### config.mk
export PLATFORM = sky130hd
export DESIGN_NAME = uart_tx_top
export DESIGN_NICKNAME = d
export VERILOG_FILES = /design/src/rtl/uart_tx_pkg.sv /design/src/rtl/uart_tx_serializer.sv /design/src/rtl/uart_tx_top.sv
export SDC_FILE = /design/constraint.sdc
export NUM_CORES = 1
export LEC_CHECK = 0
export BUFFER_PORTS_ARGS = -buffer_cell sky130_fd_sc_hd__buf_2
export CORE_MARGIN = 4
export CORE_UTILIZATION = 58
export CTS_BUF_LIST = sky130_fd_sc_hd__clkbuf_4 sky130_fd_sc_hd__clkbuf_8
export CTS_CLUSTER_DIAMETER = 40
export DETAILED_ROUTE_END_ITERATION = 8
export PLACE_DENSITY = 0.83
export SKIP_CTS_REPAIR_TIMING = 1
export SYNTH_ARGS = -nofsm -noshare
export SYNTH_HDL_FRONTEND = slang
export SYNTH_SLANG_ARGS = --single-unit
### constraint.sdc
create_clock -name clk -period 3.6 [get_ports clk]
set_input_delay 0.72 -clock clk [delete_from_list [all_inputs] [get_ports clk]]
set_output_delay 0.72 -clock clk [all_outputs]
set_load 0.01 [all_outputs]
### src/rtl/uart_tx_pkg.sv
// Shared definitions for the UART transmitter.
// Contents:
//   tx_state_t : FSM state encoding
//   SEL_*      : output-mux select codes decoded from the state
package uart_tx_pkg;

    typedef enum logic [2:0] {
        ST_IDLE   = 3'd0,
        ST_START  = 3'd1,
        ST_DATA   = 3'd2,
        ST_PARITY = 3'd3,
        ST_STOP   = 3'd4
    } tx_state_t;

    localparam logic [2:0] SEL_START  = 3'd0;
    localparam logic [2:0] SEL_STOP   = 3'd1;
    localparam logic [2:0] SEL_DATA   = 3'd2;
    localparam logic [2:0] SEL_PARITY = 3'd3;

endpackage

### src/rtl/uart_tx_serializer.sv
// Payload latch and data-bit index counter for the UART transmitter.
// Ports:
//   clk, rst       : clock, asynchronous active-low reset
//   i_load, i_data : latch payload on frame acceptance
//   i_advance      : step the bit index (otherwise it returns to 0)
//   o_bit_next     : payload bit selected by the next-cycle index
//   o_done         : index is at the last payload bit
//   o_data_xor     : XOR reduction of the latched payload
module uart_tx_serializer #(
    parameter int dataWidth    = 8,
    parameter int counterWidth = 3
) (
    input  logic                 clk,
    input  logic                 rst,
    input  logic                 i_load,
    input  logic                 i_advance,
    input  logic [dataWidth-1:0] i_data,
    output logic                 o_bit_next,
    output logic                 o_done,
    output logic                 o_data_xor
);

    logic [dataWidth-1:0]    r_data;
    logic [counterWidth-1:0] r_cnt;
    logic [counterWidth-1:0] w_cnt_next;

    assign w_cnt_next = i_advance ? r_cnt + 1'b1 : '0;

    always_ff @(posedge clk or negedge rst) begin
        if (!rst) begin
            r_data <= '0;
            r_cnt  <= '0;
        end else begin
            if (i_load) r_data <= i_data;
            r_cnt <= w_cnt_next;
        end
    end

    // The top registers tx_out, so it needs the bit for the coming cycle.
    assign o_bit_next = r_data[w_cnt_next];
    assign o_done     = (r_cnt == counterWidth'(dataWidth - 1));
    assign o_data_xor = ^r_data;

endmodule

### src/rtl/uart_tx_top.sv
// UART transmitter, one bit per clock: start, payload LSB first,
// optional parity, stop.
// Ports:
//   clk, rst   : clock, asynchronous active-low reset
//   p_data     : payload, sampled when a request is accepted
//   data_valid : one-cycle send request (honoured only in IDLE)
//   par_en     : insert parity bit (sampled on acceptance)
//   par_type   : 0 even, 1 odd parity (sampled on acceptance)
//   tx_out     : registered serial line, idle high
//   busy       : registered, high while a frame is on tx_out
//
// state  | meaning
// IDLE   | line high, waiting for data_valid
// START  | start bit (0)
// DATA   | payload bits, LSB first
// PARITY | parity bit (only when parity enabled)
// STOP   | stop bit (1), then back to IDLE
module uart_tx_top
    import uart_tx_pkg::*;
#(
    parameter int dataWidth    = 8,
    parameter int counterWidth = 3,
    parameter int muxSelWidth  = 3
) (
    input  logic                 clk,
    input  logic                 rst,
    input  logic [dataWidth-1:0] p_data,
    input  logic                 data_valid,
    input  logic                 par_en,
    input  logic                 par_type,
    output logic                 tx_out,
    output logic                 busy
);

    tx_state_t              r_state;
    tx_state_t              w_next_state;
    logic                   r_par_en;
    logic                   r_par_type;
    logic                   r_tx_out;
    logic                   r_busy;
    logic                   w_accept;
    logic                   w_advance;
    logic                   w_bit_next;
    logic                   w_done;
    logic                   w_data_xor;
    logic                   w_parity;
    logic [muxSelWidth-1:0] w_sel;
    logic                   w_tx_next;

    assign w_accept  = (r_state == ST_IDLE) && data_valid;
    assign w_advance = (r_state == ST_DATA) && !w_done;
    assign w_parity  = w_data_xor ^ r_par_type;

    uart_tx_serializer #(
        .dataWidth    (dataWidth),
        .counterWidth (counterWidth)
    ) u_serializer (
        .clk        (clk),
        .rst        (rst),
        .i_load     (w_accept),
        .i_advance  (w_advance),
        .i_data     (p_data),
        .o_bit_next (w_bit_next),
        .o_done     (w_done),
        .o_data_xor (w_data_xor)
    );

    always_ff @(posedge clk or negedge rst) begin
        if (!rst) begin
            r_state    <= ST_IDLE;
            r_par_en   <= 1'b0;
            r_par_type <= 1'b0;
            r_tx_out   <= 1'b1;
            r_busy     <= 1'b0;
        end else begin
            r_state  <= w_next_state;
            r_tx_out <= w_tx_next;
            r_busy   <= (w_next_state != ST_IDLE);
            if (w_accept) begin
                r_par_en   <= par_en;
                r_par_type <= par_type;
            end
        end
    end

    always_comb begin
        w_next_state = r_state;
        case (r_state)
            ST_IDLE:   if (data_valid) w_next_state = ST_START;
            ST_START:  w_next_state = ST_DATA;
            ST_DATA:   if (w_done) w_next_state = r_par_en ? ST_PARITY : ST_STOP;
            ST_PARITY: w_next_state = ST_STOP;
            ST_STOP:   w_next_state = ST_IDLE;
            default:   w_next_state = ST_IDLE;
        endcase
    end

    // Select is decoded from the next state so the output register
    // presents each bit in the same cycle the state register enters it.
    always_comb begin
        w_sel = muxSelWidth'(SEL_STOP);
        case (w_next_state)
            ST_START:  w_sel = muxSelWidth'(SEL_START);
            ST_DATA:   w_sel = muxSelWidth'(SEL_DATA);
            ST_PARITY: w_sel = muxSelWidth'(SEL_PARITY);
            default:   w_sel = muxSelWidth'(SEL_STOP);
        endcase
    end

    always_comb begin
        w_tx_next = 1'b1;
        case (w_sel)
            muxSelWidth'(SEL_START):  w_tx_next = 1'b0;
            muxSelWidth'(SEL_DATA):   w_tx_next = w_bit_next;
            muxSelWidth'(SEL_PARITY): w_tx_next = w_parity;
            default:                  w_tx_next = 1'b1;
        endcase
    end

    assign tx_out = r_tx_out;
    assign busy   = r_busy;

endmodule

==> metrics.txt, run 1 <==
status=complete, no violations; cell taking the most area after synthesis=dfrtp_1; pin count of the biggest net entering global routing=19; Reg2Reg Capture Point=r_par_en$_DFFE_PN0P_; P per Cell Area=roughly 960 mW/mm^2; gr busiest metal=met2; Worst Hold Margin=327 ps; number of buffers created by CTS=3; Die Y=48.7 um; CTS Sinks=18; Mapped Area=958 sq um; met1 usage=18.5%; CP max stage delay=~450 ps; Iteration-0 DRC Markers=7; Max Cap Viol=0; slew margin rel.=about 60%; P_leak=0.512 nW; Routed Antenna Nets=0; final period utilization=a little under three fifths; Max Clk Rate=0.483 GHz; Critical path buffers and inverters=0; worst-skew pair later-pin latency=~300 ps; htree depth=1; Worst R2R Setup Slack=approximately 1500 ps; kind of critical path=reg2reg; # IOs=15; pre-CTS setup slack=about 1600 ps; post-synth top area share=44.4%; port bufs=14; Hold WC Path Type=in2async; synthesized instance count=between 60 and 70; GR Util met2=roughly a quarter; Std-Cell Rows=14; CTS tree=done; Fin Setup TNS=0 ps; sequential area share after synthesis=47.1%; Worst Reg-to-Reg Cells=6; layout cells sized above 1=41.2%; synth warn=0; crit path time final=~2100 ps; WL/cell=16.3 um; Finished Layout Cells=101; largest cells by area after synthesis=dfrtp_1, mux2_4, xnor2_1; Max Fanout on Critical Path=10; critical path startpoint category=register; Vias=between 500 and 600; clock skew=1.57 ps; commonest non-fill, non-tap cell in the layout=dfrtp_1; core area=around 0.0015 sq mm; clock-pin slew on the worst setup and hold paths=100 ps; # placed instances=97; Crit path arrival time=approximately 2300 ps; Final Hold Viols=0; most frequent cells in the layout=dfrtp_1, buf_2, mux2_4; Die Wd=about 49 um; PnR worst setup slack=between 1500 and 2000 ps; RSZ-0062 raised after global routing=no; layout net count=slightly above 100; # setup viols final=0; GRT Overall Usage=between 10% and 20%; initial antenna violation count=0; most frequent CP cell=ha_1; area grow syn2layout=13.2%; crit path launch=u_serializer.r_cnt[0]$_DFF_PN0_; critical path, cell by cell=ha_1, ha_1, and2b_2, o32ai_4, nor2_8, mux2_4; Cell variety after synth=30; First-pass DRT Iterations=3; drc violations=0; r2r startpoint=u_serializer.r_cnt[0]$_DFF_PN0_; Fillers=between 100 and 150; GP Congestion=approximately 0.78; n_diodes=0; Synth Area per Inst=approximately 14 sq um; fin. max-slew vios=0; final wirelength=around 1600 um; vias in the first global route=slightly above 600; Initial Util=62.2%; DR vias/cell=5.79; clk root buf=clkbuf_4; met3 GRT Util=between 3 and 4%; clock buffer depth=2; grt total ovfl=0; cell family with most CP delay=flip-flops; first-pass GRT wire length=~2700 um; Crit-path slowest cell=dfrtp_1; worst ir drop on vdd=~0.00063 V; DIE AREA=0.00237 sq mm; Worst-Margin Slew=between 500 and 600 ps; flops & latches, synth=18; syn nets=roughly 80; hpwl dp=around 1300 um; CP Data Required Time=3790 ps; Setup crit end kind=register
## state kept, by name (all words and copies together) (netlist names)
name and flops:
r_state 3, u_serializer.r_cnt 3, r_par_type 1, r_par_en 1, tx_out 1, busy 1, u_serializer.r_data 8
## Yosys cell counts (all sizes together)
master and instances:
nand4b 1, a221oi 1, nor2b 1, or3 2, xor2 1, mux4 1, dfrtp 17, o21a 1
a21o 1, nand4 1, a211o 1, xnor3 1, nand2 1, nand2b 3, o32ai 1, nor4b 1
and2b 1, inv 2, mux2i 1, nand3 2, mux2 10, and2 2, xnor2 4, o221ai 1
dfstp 1, o2111ai 1, ha 2, nor2 5
## per-stage QoR
stage                     total power, W  utilization (%)  cell area (sq um)
after floorplan                 0.000825                -                958
after global placement          0.000906             68.0               1050
after detailed placement        0.000924             68.0               1050
after CTS                        0.00105             70.4               1080
after global routing             0.00111             70.4               1080
final                            0.00105             70.4               1080
## power breakdown
part	switching, W	internal [W]
Clock	0.0000619	0.0000617
Sequential	0.0000936	0.000296
Combinational	0.000209	0.000324
Total	0.000365	0.000682
## worst register-to-register path, cell delays in order, from the launching register on
cell	delay, ps
dfrtp_1	450
ha_1	220
ha_1	210
and2b_2	230
o32ai_4	400
nor2_8	120
mux2_4	330
## cell type report
cell class                 count  area [sq um]  area share (%)
tap                           16          20.0            1.85
multi-input combinational     47           499            46.0
inverter                       2          7.51           0.692
timing repair buffer          14          70.1            6.46
sequential                    18           452            41.6
clock buffer                   4          36.3            3.34
## cell families after synthesis
kind of cell               Yosys count  synth area share [%]
buffers and inverters                2                 0.784
xor gates and xnor gates             6                  6.92
adders and majority gates            2                  2.61
DFF                                 18                  47.1
AOI/OAI and AO/OA                    7                  9.01
muxes                               12                  19.1
and+or+nand+nor                     20                  14.5
## layer usage
metal / share of wire (%) / wire length [um] / vias up
met5: 0 / 0 / -
met4: 2.3 / 38 / 0
met3: 3.7 / 61 / 5
met2: 51 / 833 / 10
met1: 43 / 709 / 287
li1: - / - / 283
## how the worst max path moves through the flow
stage / end / cells past startpoint
after floorplan: r_par_en$_DFFE_PN0P_ / 6
after global placement: u_serializer.r_data[6]$_DFFE_PN0P_ / 6
after detailed placement: r_par_en$_DFFE_PN0P_ / 6
after CTS: r_par_en$_DFFE_PN0P_ / 6
after global routing: tx_out$_DFF_PN1_ / 6
final: r_par_en$_DFFE_PN0P_ / 6
Note: power is estimated with default switching activity, not from simulation.
==> run 2: changes to the inputs <==
--- a/config.mk
+++ b/config.mk
@@ -5,13 +5,14 @@
 export SDC_FILE = /design/constraint.sdc
 export NUM_CORES = 1
 export LEC_CHECK = 0
+export ABC_AREA = 1
 export BUFFER_PORTS_ARGS = -buffer_cell sky130_fd_sc_hd__buf_2
 export CORE_MARGIN = 4
-export CORE_UTILIZATION = 58
+export CORE_UTILIZATION = 52
 export CTS_BUF_LIST = sky130_fd_sc_hd__clkbuf_4 sky130_fd_sc_hd__clkbuf_8
 export CTS_CLUSTER_DIAMETER = 40
 export DETAILED_ROUTE_END_ITERATION = 8
-export PLACE_DENSITY = 0.83
+export PLACE_DENSITY = 0.79
 export SKIP_CTS_REPAIR_TIMING = 1
 export SYNTH_ARGS = -nofsm -noshare
 export SYNTH_HDL_FRONTEND = slang
==> constraint.sdc (replaced) <==
create_clock -name clk -period 1.7 [get_ports clk]
set_input_delay 0.34 -clock clk [delete_from_list [all_inputs] [get_ports clk]]
set_output_delay 0.34 -clock clk [all_outputs]
set_load 0.01 [all_outputs]
==> run 2 against run 1 <==
  * Sequential share of layout area is 0.71 points lower
  * Fmax is 31% higher
  * Clock power is 110% higher
  * Final area is 1.7% higher
  * Combinational power is 99% higher
  * Flip-flop and latch count stayed put
  * Wire length is 0.97% higher
  * Via count is 24% higher
  * First-iteration DRC count is 43% lower
==> metrics.txt, run 2 <==
Final Hold Viols=0; clk root buf=clkbuf_4; syn nets=approximately 120; vias in the first global route=between 700 and 800; drc violations=0; layout net count=roughly 140; Die Wd=50.7 um; status=complete, no violations; clock buffer depth=2; register share of total power=36.9%; first-pass GRT wire length=about 2900 um; Std-Cell Rows=15; First-pass DRT Iterations=4; DR vias/cell=around 5; area grow syn2layout=16.2%; Fillers=around 160; ys async rst share=100%; Clock Power Share=12.4%; synth warn=0; Max Cap Viol=0; Cell variety after synth=21; pin count of the biggest net entering global routing=19; CTS Sinks=18; top cells by count, synth=nand2_1, dfrtp_1, inv_1, nand3_1; hpwl dp=approximately 1300 um; number of buffers created by CTS=3; Setup crit end kind=register; CP Data Required Time=slightly below 2000 ps; total internal power=approximately 0.0012 W; final core utilization=63.9%; # IOs=15; GP Congestion=approximately 0.74; synthesized instance count=102; RSZ-0062 raised after global routing=no; post-synth top area share=between 40 and 50%; worst-skew pair later-pin latency=290 ps; kind of critical path=reg2reg; Combinational Power Share=between 50% and 60%; Max Clk Rate=around 0.63 GHz; # placed instances=140; Die Y=between 50 and 60 um; Max Fanout on Critical Path=5; commonest non-fill, non-tap cell in the layout=nand2_1; htree depth=1; final wirelength=1660 um; Initial Util=between 50% and 60%; sw power=~0.0009 W; Fin Setup TNS=0 ps; grt total ovfl=0; critical path startpoint category=register; slew margin rel.=73.2%; Crit path arrival time=between 1500 and 2000 ps; sequential area share after synthesis=between 40% and 50%; most frequent cells in the layout=nand2_1, dfrtp_1, buf_2; WL/cell=~11 um; GRT Overall Usage=about 15%; CTS tree=done; Routed Antenna Nets=0; fin. max-slew vios=0; EDFF count, synth=0; Synth Area per Inst=slightly above 9 sq um; Iteration-0 DRC Markers=4; Largest register FFs=8; P per Cell Area=~1900 mW/mm^2; n_diodes=0; Synth Flop Type=dfrtp_1; largest cells by area after synthesis=dfrtp_1, mux2_2, nand2_1; core area=0.00173 sq mm; Hold WC Path Type=in2reg; Finished Layout Cells=around 150; largest reg by FF count=u_serializer.r_data; # setup viols final=0; clock skew=1.87 ps; Switching Fraction=between 40% and 50%; clock-pin slew on the worst setup and hold paths=about 100 ps; P_leak=around 0.54 nW; Top Registers=u_serializer.r_data: 8 flops, r_state: 3 flops, u_serializer.r_cnt: 3 flops; final period utilization=93.2%; port bufs=14; Vias=between 700 and 800; layout cells sized above 1=roughly a third; initial antenna violation count=0; crit path time final=1580 ps; worst ir drop on vdd=between 0.0009 and 0.001 V; DIE AREA=between 0.002 and 0.003 sq mm; Worst-Margin Slew=roughly 400 ps; flops & latches, synth=18; most common cell in the netlist=nand2_1; cell taking the most area after synthesis=dfrtp_1; Mapped Area=approximately 950 sq um
==> run 2: changes by cell type after synthesis, moves of 3 or more <==
cell / delta
inv_2: +4
nand3_1: +10
mux2_2: +7
mux2_4: -10
inv_1: +10
nor2_1: +3
a21oi_1: +3
nand2_1: +18
==> run 2: worst max-delay path, stage by stage (launching register included) <==
cell,delay (ps)
dfrtp_1,390
ha_1,200
ha_1,220
inv_2,90
nand4_2,160
nand2_1,120
nand3_1,80
nand2_1,80
nand2_1,50
nand3_1,60
nand3_1,70
==> run 2: metrics by stage <==
stage	hold slack (ps)	instance area [sq um]	setup slack (ps)	total power, W
floorplan	44.4	950	254	0.00161
global placement	280	1040	205	0.00176
detailed placement	291	1040	140	0.00181
CTS	-35.4	1080	110	0.00208
global route	256	1100	7.67	0.00230
finish	267	1100	116	0.00210
==> run 2: power groups by stage <==
stage | combinational (W) | sequential (W) | clock (W)
final | 0.00106 | 0.000775 | 0.000260
after global routing | 0.00120 | 0.000794 | 0.000301
after CTS | 0.00104 | 0.000770 | 0.000269
after detailed placement | 0.00103 | 0.000780 | 0
after global placement | 0.000989 | 0.000773 | 0
after floorplan | 0.000847 | 0.000764 | 0
==> run 2: final cells by class <==
class	instances	area, sq um	area share (%)
Clock buffer	4	36.3	3.29
Timing Repair Buffer	15	80.1	7.26
Tap cell	25	31.3	2.83
Multi-Input combinational cell	67	444	40.2
Inverter	16	60.1	5.44
Sequential cell	18	452	40.9
==> run 2: per-layer routing <==
layer / vias to the layer above / track usage, % / share of wire, %
li1: 364 / - / -
met3: 5 / 3.56 / 4.0
met4: 0 / 8.07 / 2.5
met2: 20 / 26.7 / 50
met5: - / 0 / 0
met1: 337 / 16.7 / 43
==> run 2: kinds of logic (layout without fill, tap and decap cells) <==
logic type	count (synthesis)	count (layout)	synth area share (%)
buffers and inverters	17	35	7.51
adders and majority gates	2	2	2.63
and+or+nand+nor	48	48	26.6
DFF	18	18	47.6
xor gates and xnor gates	5	5	4.61
muxes	7	7	8.30
AOI/OAI and AO/OA	5	5	2.77
==> run 2: path summary, 6_finish.rpt <==
| kind | slack, ps | cells past startpoint | end | startpoint |
|---|---|---|---|---|
| max | 120 | 10 | tx_out$_DFF_PN1_ | u_serializer.r_cnt[0]$_DFF_PN0_ |
| min | 270 | 2 | u_serializer.r_data[2]$_DFFE_PN0P_ | p_data[2] |
| max reg2reg | 120 | 10 | tx_out$_DFF_PN1_ | u_serializer.r_cnt[0]$_DFF_PN0_ |
| min reg2reg | 500 | 1 | r_state[2]$_DFF_PN0_ | r_state[2]$_DFF_PN0_ |
| max in group asynchronous | 890 | 2 | tx_out$_DFF_PN1_ | rst |
| min in group asynchronous | 490 | 2 | r_state[2]$_DFF_PN0_ | rst |
==> run 3: changes to the inputs <==
--- a/config.mk
+++ b/config.mk
@@ -13,6 +13,7 @@
 export CTS_CLUSTER_DIAMETER = 40
 export DETAILED_ROUTE_END_ITERATION = 8
 export PLACE_DENSITY = 0.79
+export SETUP_SLACK_MARGIN = 0.5
 export SKIP_CTS_REPAIR_TIMING = 1
 export SYNTH_ARGS = -nofsm -noshare
 export SYNTH_HDL_FRONTEND = slang
==> constraint.sdc (replaced) <==
create_clock -name clk -period 1.7 [get_ports clk]
set_input_delay 0.34 -clock clk [delete_from_list [all_inputs] [get_ports clk]]
set_output_delay 0.34 -clock clk [all_outputs]
set_load 0.1 [all_outputs]
==> run 3 against run 2 <==
  * Sequential power increased by 1%
  * Utilization increased by 6.4 points
  * Hold slack improved by 7.4 ps
  * Critical endpoint is now busy$_DFF_PN0_
  * Largest cell class is now multi-input gates
==> metrics.txt, run 3 (synthesis gave the netlist of run 2 again) <==
n_diodes=0; P_leak=slightly below 0.6 nW; number of buffers created by CTS=3; Max Fanout on Critical Path=3; port bufs=14; layout net count=between 100 and 150; GRT Overall Usage=around 15%; Max Clk Rate=about 0.67 GHz; cell family with most CP delay=simple AND/OR/NAND/NOR gates; CP Depth=8; Hold Path Cell Cnt=2; CP Data Required Time=between 1500 and 2000 ps; first-pass GRT wire length=approximately 3000 um; Worst Reg-to-Reg Cells=8; worst-skew pair later-pin latency=slightly below 300 ps; worst ir drop on vdd=0.00112 V; Iteration-0 DRC Markers=10; drc violations=0; Max Cap Viol=0; Hold EP=u_serializer.r_data[0]$_DFFE_PN0P_; most frequent cells in the layout=nand2_1, dfrtp_1, inv_1, buf_2, nand3_1; Routed Antenna Nets=0; CTS Sinks=18; # setup viols final=0; fin. max-slew vios=0; kind of critical path=reg2reg; Top Registers=u_serializer.r_data: 8 flops, r_state: 3 flops, u_serializer.r_cnt: 3 flops; Critical path buffers and inverters=1; PnR worst setup slack=208 ps; Worst-Margin Slew=389 ps; RSZ-0062 raised after global routing=yes; hold_sp=p_data[0]; WL/cell=11.4 um; First-pass DRT Iterations=4; Vias=slightly above 700; Final Hold Viols=0; hpwl dp=around 1200 um; final period utilization=slightly below 90%; area grow syn2layout=27.8%; Die Y=between 50 and 60 um; vias in the first global route=around 710; Fin Setup TNS=0 ps; status=complete, no violations; r2r startpoint=u_serializer.r_cnt[0]$_DFF_PN0_; DR vias/cell=4.84; Std-Cell Rows=15; Largest register FFs=8; clk root buf=clkbuf_4; initial antenna violation count=0; htree depth=1; layout cells sized above 1=around 38%; Worst R2R Setup Slack=approximately 210 ps; grt total ovfl=0; largest reg by FF count=u_serializer.r_data; core area=approximately 0.0017 sq mm; Crit path arrival time=1670 ps; Initial Util=55.0%; Crit-path slowest cell=dfrtp_1; Die Wd=about 50 um; clock buffer depth=2; clock-pin slew on the worst setup and hold paths=approximately 100 ps; final wirelength=1700 um; critical path, cell by cell=ha_2, ha_4, inv_6, nor2_2, nor2_1, a31oi_2, nand2_1, or2_1; CTS tree=done; Area after DPL=0.00105 sq mm; Hold WC Path Type=in2reg; # IOs=15; pin count of the biggest net entering global routing=19; CP max stage delay=about 370 ps; commonest non-fill, non-tap cell in the layout=nand2_1; pre-CTS setup slack=between 150 and 200 ps; critical path startpoint category=register; final core utilization=between 70% and 80%; P per Cell Area=approximately 2000 mW/mm^2; slew margin rel.=approximately 74%; DIE AREA=~0.0026 sq mm; clock skew=between 6 and 7 ps; crit path time final=1490 ps; Reg2Reg Capture Point=busy$_DFF_PN0_; Setup crit end kind=register; design area=0.00121 sq mm; GP Congestion=0.805
## run 3: cell types whose count changed in the layout (fill, tap and decap cells not counted), moves of 2 or more
cell    change
buf_12      +2
buf_2       -2
buf_4       +4
ha_1        -2
inv_2       -2
## run 3: where the power goes
group / switching [W] / internal, W
registers: 0.000155 / 0.000629
logic: 0.000821 / 0.000625
clock network: 0.000125 / 0.000130
## run 3: through the flow
step | hold WS [ps] | power (W) | cells
after CTS | -29.8 | 0.00224 | 144
after global placement | 282 | 0.00195 | 140
final | 275 | 0.00248 | 150
after detailed placement | 286 | 0.00199 | 140
after global routing | 272 | 0.00271 | 150
after floorplan | 44.4 | 0.00179 | 102
## run 3: metal layers
layer  vias up  global-route usage [%]  share of wire (%)
met1       335                    17.4                 42
met2        11                    27.6                 53
met4         0                    5.38                1.5
li1        375                       -                  -
met3         5                    2.37                3.2
met5         -                       0                  0
## run 3: worst max-delay path by stage
stage,startpoint,to,slack [ps]
4_1_cts,tx_out$_DFF_PN1_,tx_out,130
3_5_place_dp,u_serializer.r_cnt[0]$_DFF_PN0_,busy$_DFF_PN0_,160
2_1_floorplan,u_serializer.r_cnt[0]$_DFF_PN0_,busy$_DFF_PN0_,260
3_3_place_gp,u_serializer.r_cnt[0]$_DFF_PN0_,busy$_DFF_PN0_,200
5_1_grt,u_serializer.r_cnt[0]$_DFF_PN0_,tx_out$_DFF_PN1_,130
6_report,u_serializer.r_cnt[0]$_DFF_PN0_,busy$_DFF_PN0_,210
## run 3: cell type report
cell class / count / area, sq um
fillers: 147 / 513
multi-input cells: 67 / 472
flip-flops and latches: 18 / 452
repair buffers: 20 / 155
inverters: 16 / 67.6
clock buffers: 4 / 36.3
well taps: 25 / 31.3
## run 3: worst reg2reg max path, cell delays in order, from the launching register on
cell     delay, ps
dfrtp_1        370
ha_2           200
ha_4           170
inv_6           50
nor2_2          60
nor2_1          60
a31oi_2        180
nand2_1         90
or2_1          210
